**config.mk**
```make
export PLATFORM = sky130hd
export DESIGN_NAME = fpga_soc_reset_sequencer
export DESIGN_NICKNAME = d
export VERILOG_FILES = /design/src/rtl/fpga_soc_reset_sequencer.sv
export SDC_FILE = /design/constraint.sdc
export NUM_CORES = 1
export LEC_CHECK = 0
export BUFFER_PORTS_ARGS = -buffer_cell sky130_fd_sc_hd__buf_2
export CORE_MARGIN = 2
export CORE_UTILIZATION = 31
export DETAILED_ROUTE_END_ITERATION = 8
export REMOVE_ABC_BUFFERS = 1
export SKIP_CTS_REPAIR_TIMING = 1
export SLEW_MARGIN = 20
export SYNTH_ARGS = -nofsm -noshare
export SYNTH_HDL_FRONTEND = slang
export SYNTH_SLANG_ARGS = --single-unit
```
**constraint.sdc**
```tcl
create_clock -name clk_i -period 2.1 [get_ports clk_i]
set_clock_uncertainty 0.2 [all_clocks]
set_input_delay 0.21 -clock clk_i [delete_from_list [all_inputs] [get_ports clk_i]]
set_output_delay 0.21 -clock clk_i [all_outputs]
set_load 0.02 [all_outputs]
```
**src/rtl/fpga_soc_reset_sequencer.sv**
```systemverilog
// Board reset/boot sequencer for the CB_heep SoC: waits for stable PLL lock, holds reset, latches straps, captures exit.
// Optional auto-restart of EXITED runs is compiled in with `define SOC_RESET_SEQ_AUTO_RESTART_EN.
module fpga_soc_reset_sequencer #(
  parameter int LOCK_STABLE_CYCLES = 16,
  parameter int HOLD_CYCLES        = 64,
  parameter int BLINK_BIT          = 24
`ifdef SOC_RESET_SEQ_AUTO_RESTART_EN
  , parameter int RESTART_CYCLES   = 1024
`endif
) (
  input  logic        clk_i,
  input  logic        rst_i,
  input  logic        pll_locked_i,
  input  logic        boot_select_i,
  input  logic        execute_from_flash_i,
  input  logic        exit_valid_i,
  input  logic [31:0] exit_value_i,
  output logic        soc_rst_no,
  output logic        boot_select_o,
  output logic        execute_from_flash_o,
  output logic        exit_done_o,
  output logic [31:0] exit_code_o,
  output logic        status_led_o,
  output logic [2:0]  state_o
);

  localparam int LW = $clog2(LOCK_STABLE_CYCLES) + 1;
  localparam int HW = $clog2(HOLD_CYCLES) + 1;
  localparam int BW = BLINK_BIT + 1;
  localparam logic [LW-1:0] LOCK_LAST = LW'(LOCK_STABLE_CYCLES - 1);
  localparam logic [HW-1:0] HOLD_LAST = HW'(HOLD_CYCLES - 1);
`ifdef SOC_RESET_SEQ_AUTO_RESTART_EN
  localparam int RW = $clog2(RESTART_CYCLES) + 1;
  localparam logic [RW-1:0] RESTART_LAST = RW'(RESTART_CYCLES - 1);
`endif

  typedef enum logic [2:0] {
    WAIT_LOCK = 3'd0,
    HOLD      = 3'd1,
    RUN       = 3'd2,
    EXITED    = 3'd3
  } state_e;

  state_e state, state_d;

  logic [LW-1:0] lock_cnt, lock_cnt_d;
  logic [HW-1:0] hold_cnt, hold_cnt_d;
  logic [BW-1:0] blink_cnt, blink_cnt_d;
`ifdef SOC_RESET_SEQ_AUTO_RESTART_EN
  logic [RW-1:0] restart_cnt, restart_cnt_d;
`endif

  logic        soc_rst_n_d, led_d, boot_sel_d, exec_flash_d, exit_done_d;
  logic [31:0] exit_code_d;

  // State register
  always_ff @(posedge clk_i) begin
    // NOTE: registers use non-blocking assignments so every flop samples pre-edge values.
    if (rst_i) state <= WAIT_LOCK;
    else       state <= state_d;
  end

  // Next-state logic; lock loss outranks every other transition out of HOLD/RUN/EXITED
  always_comb begin
    // NOTE: a default assignment up front keeps every path assigned, so no latch is inferred.
    state_d = state;
    case (state)
      WAIT_LOCK: if (pll_locked_i && lock_cnt == LOCK_LAST) state_d = HOLD;
      HOLD: begin
        if (!pll_locked_i)              state_d = WAIT_LOCK;
        else if (hold_cnt == HOLD_LAST) state_d = RUN;
      end
      RUN: begin
        if (!pll_locked_i)     state_d = WAIT_LOCK;
        else if (exit_valid_i) state_d = EXITED;
      end
      EXITED: begin
        if (!pll_locked_i) state_d = WAIT_LOCK;
`ifdef SOC_RESET_SEQ_AUTO_RESTART_EN
        else if (restart_cnt == RESTART_LAST) state_d = HOLD;
`endif
      end
      default: state_d = WAIT_LOCK;
    endcase
  end

  // Output/datapath next values, derived from the upcoming state so outputs line up with state_o
  always_comb begin
    lock_cnt_d    = (state == WAIT_LOCK && pll_locked_i) ? lock_cnt + 1'b1 : '0;
    hold_cnt_d    = (state == HOLD) ? hold_cnt + 1'b1 : '0;
    blink_cnt_d   = blink_cnt + 1'b1;
`ifdef SOC_RESET_SEQ_AUTO_RESTART_EN
    restart_cnt_d = (state == EXITED) ? restart_cnt + 1'b1 : '0;
`endif
    boot_sel_d    = boot_select_o;
    exec_flash_d  = execute_from_flash_o;
    exit_done_d   = exit_done_o;
    exit_code_d   = exit_code_o;

    if (state == HOLD && state_d == RUN) begin
      boot_sel_d   = boot_select_i;
      exec_flash_d = execute_from_flash_i;
    end
    if (state == RUN && state_d == EXITED) begin
      exit_done_d = 1'b1;
      exit_code_d = exit_value_i;
    end
    if (state != WAIT_LOCK && state_d == WAIT_LOCK) begin
      exit_done_d = 1'b0;
      exit_code_d = '0;
    end

    soc_rst_n_d = (state_d == RUN) || (state_d == EXITED);

    led_d = 1'b0;
    case (state_d)
      HOLD:    led_d = 1'b1;
      RUN:     led_d = blink_cnt_d[BLINK_BIT];
      EXITED:  led_d = exit_code_d[0] ? blink_cnt_d[BLINK_BIT-2] : 1'b1;
      default: led_d = 1'b0;
    endcase
  end

  always_ff @(posedge clk_i) begin
    if (rst_i) begin
      lock_cnt             <= '0;
      hold_cnt             <= '0;
      blink_cnt            <= '0;
`ifdef SOC_RESET_SEQ_AUTO_RESTART_EN
      restart_cnt          <= '0;
`endif
      soc_rst_no           <= 1'b0;
      boot_select_o        <= 1'b0;
      execute_from_flash_o <= 1'b0;
      exit_done_o          <= 1'b0;
      exit_code_o          <= '0;
      status_led_o         <= 1'b0;
    end else begin
      lock_cnt             <= lock_cnt_d;
      hold_cnt             <= hold_cnt_d;
      blink_cnt            <= blink_cnt_d;
`ifdef SOC_RESET_SEQ_AUTO_RESTART_EN
      restart_cnt          <= restart_cnt_d;
`endif
      soc_rst_no           <= soc_rst_n_d;
      boot_select_o        <= boot_sel_d;
      execute_from_flash_o <= exec_flash_d;
      exit_done_o          <= exit_done_d;
      exit_code_o          <= exit_code_d;
      status_led_o         <= led_d;
    end
  end

  assign state_o = state;

endmodule
```
==> key figures <==
Job
  – Max-cap viol count: 0

Route
  – Drt first pass iters: 4
  – Initial detailed-routing violation count: 100
  – Remaining DRCs: 0
  – ANT nets after route: 0
  – Vias: 2574
  – WL/cell: around 11 um
  – Total wire length: between 6000 and 7000 um
  – Vias/cell: between 4 and 5

Floorplanning
  – FP Rows: 35
  – # IOs: 78
  – CORE AREA: around 0.0092 mm2
  – Die X: between 100 and 150 um
  – Die height: roughly 100 um
  – Effective utilization at floorplan: between 30% and 40%
  – Die area: between 0.01 and 0.015 mm2

Finish
  – Register area: 0.00154 mm2
  – Most frequent cells in the layout: dfxtp_1 (77), buf_2 (77), nand2_1 (73)
  – Area grow syn2layout: 37.8%
  – Fillcell total: 881
  – Ant diodes: 0
  – Final #Nets: roughly 500
  – Layout cells sized above 1: a little under a quarter
  – Area of the multi-input gates: between 0.001 and 0.0015 mm2
  – Fin cells: around 590

Logic synthesis
  – Synth top area share: 52.1%
  – Instance count of the mapped netlist: between 300 and 400
  – Post-Syn Area: 0.00296 mm2
  – Number of synthesized flops with an enable pin: 0
  – Yosys warnings: 0
  – Post-synthesis register bit count: 77
  – Most used DFF post-synth: dfxtp_1
  – Post-synthesis cell type count: 35
  – Register area share after synthesis: roughly 52%
  – Ys async rst share: 0%
  – Syn avg cell area: between 8 and 9 um2
  – Post-synth top area cell: dfxtp_1
  – Top cells by area, synth: dfxtp_1 (52%), nand2_1 (9.3%), nor2_1 (5.8%)

Pwr
  – PwrDens: between 700 and 800 mW/mm2
  – LEAKAGE: about 1.7 nW
  – Peak supply drop: ~0.36 mV

STA
  – Final Critical Period: roughly 2 ns
  – Fin crit share: 93.1%
  – Final hold violations: 0
  – Final Setup Violations: 0
  – RSZ-0062 raised after global routing: false
  – Total negative slack: 0 ns
  – Fmax: around 510 MHz
  – Slew Limit Fails: 0

Global routing
  – Initial antenna violation count: 0
  – First-pass GRT wire length: slightly below 10000 um
  – Number of global-route vias before repair: ~2.3k
  – GRT Util Overall: about an eighth
  – Global route total overflow: 0
  – Largest net degree at the start of global routing: 34

Clock tree
  – H-tree depth reported by CTS: 3
  – Max clock buf depth: 2
  – Clock buffer count from CTS: 9
  – Root buffer cell: clkbuf_8
  – CTS tree: done
  – Clk_lat worst skew: around 0.34 ns
  – Worst-path clk slew: approximately 0.08 ns
  – CTS sink cnt: 77

Setup path
  – Worst setup path class: flip-flop to flip-flop
  – Setup crit end kind: flip-flop
  – Worst EP required: between 2 and 2.5 ns
  – R2r setup slk: around 0.14 ns
  – Critical path peak fanout: 5
  – Crit start category: flip-flop
  – Worst endpoint data arrival time: between 1.5 and 2 ns

Hold path
  – Min-Delay Path Class: input port to flip-flop

Status
  – Run status: completed

Placement
  – Detailed Place HPWL: about 4300 um
  – Placed insts: approximately 540
  – PortBufs: 77
  – GPL Wtd Cong: between 0.7 and 0.8
[kinds of logic after synthesis]
logic type | after synthesis | synth area share, %
fa+ha+maj | 4 | 1.69
xor+xnor | 27 | 8.00
simple gates | 169 | 26.9
buf+inv | 19 | 2.41
mux | 2 | 0.677
compound gates | 43 | 8.08
other cells | 1 | 0.127
flops | 77 | 52.1
[through the flow]
stage,worst slack [ns],cell area (um2),total power (W),utilization [%],hold slack [ns]
final,0.144,4080,0.00291,44.1,0.0105
after global routing,0.0122,4080,0.00304,44.1,0.0220
after CTS,0.131,3740,0.00291,40.4,-0.119
after detailed placement,0.141,3500,0.00158,37.8,0.237
after global placement,0.158,3500,0.00158,37.8,0.231
after floorplan,-0.115,2900,0.00153,-,0.0767
[per-layer routing]
layer / part of all wire (%) / track usage, % / up-vias
li1: - / - / 1351
met1: 46 / 13.9 / 1144
met2: 45 / 20.0 / 71
met3: 6.9 / 3.38 / 8
met4: 1.3 / 5.61 / 0
met5: 0 / 0 / -
[synth_stat cells, drive strengths merged, types with 2 or more instances]
library cell / n
o21ai: 3
o21ba: 2
dfxtp: 77
mux2i: 2
and2: 2
clkbuf: 13
xor2: 19
nor2b: 4
and4: 4
nand4: 6
a211oi: 2
ha: 4
a21oi: 33
and4b: 2
nor2: 46
and3: 10
inv: 4
nand3: 16
buf: 2
xnor2: 8
nand2: 73
[area by class of cell]
cell class / count / area share, %
Timing Repair Buffer: 117 / 18.9
Sequential cell: 77 / 37.8
Inverter: 4 / 0.368
Clock buffer: 10 / 3.13
Clock inverter: 6 / 2.73
Tap cell: 129 / 3.96
Multi-Input combinational cell: 246 / 33.1
[sequential cells by signal (all words and copies together), names as in the netlist]
signal / cells
blink_cnt: 25
exit_done_o: 1
boot_select_o: 1
hold_cnt: 7
soc_rst_no: 1
exit_code_o: 32
state_o: 3
status_led_o: 1
execute_from_flash_o: 1
lock_cnt: 5
[critical path: stages (launching register included)]
cell and delay (ns):
dfxtp_1 0.39, ha_1 0.25, nand2_1 0.11, nor4_4 0.24, nand4_1 0.15, and2_1 0.19, o32a_1 0.34
[power breakdown]
part	leakage, nW	switching, W	internal (W)
logic	0.940	0.0000527	0.0000783
clock network	0.116	0.000522	0.000790
registers	0.621	0.00000642	0.00147
[worst paths after layout]
check,from,cells past startpoint,endpoint
worst min register to register,hold_cnt[0]$_SDFF_PP0_,1,hold_cnt[0]$_SDFF_PP0_
worst max register to register,blink_cnt[0]$_SDFF_PP0_,6,status_led_o$_SDFF_PP0_
worst min-delay path,rst_i,3,soc_rst_no$_SDFF_PP0_
worst max-delay path,blink_cnt[0]$_SDFF_PP0_,6,status_led_o$_SDFF_PP0_
No activity file was read; power rests on OpenSTA's default activity.
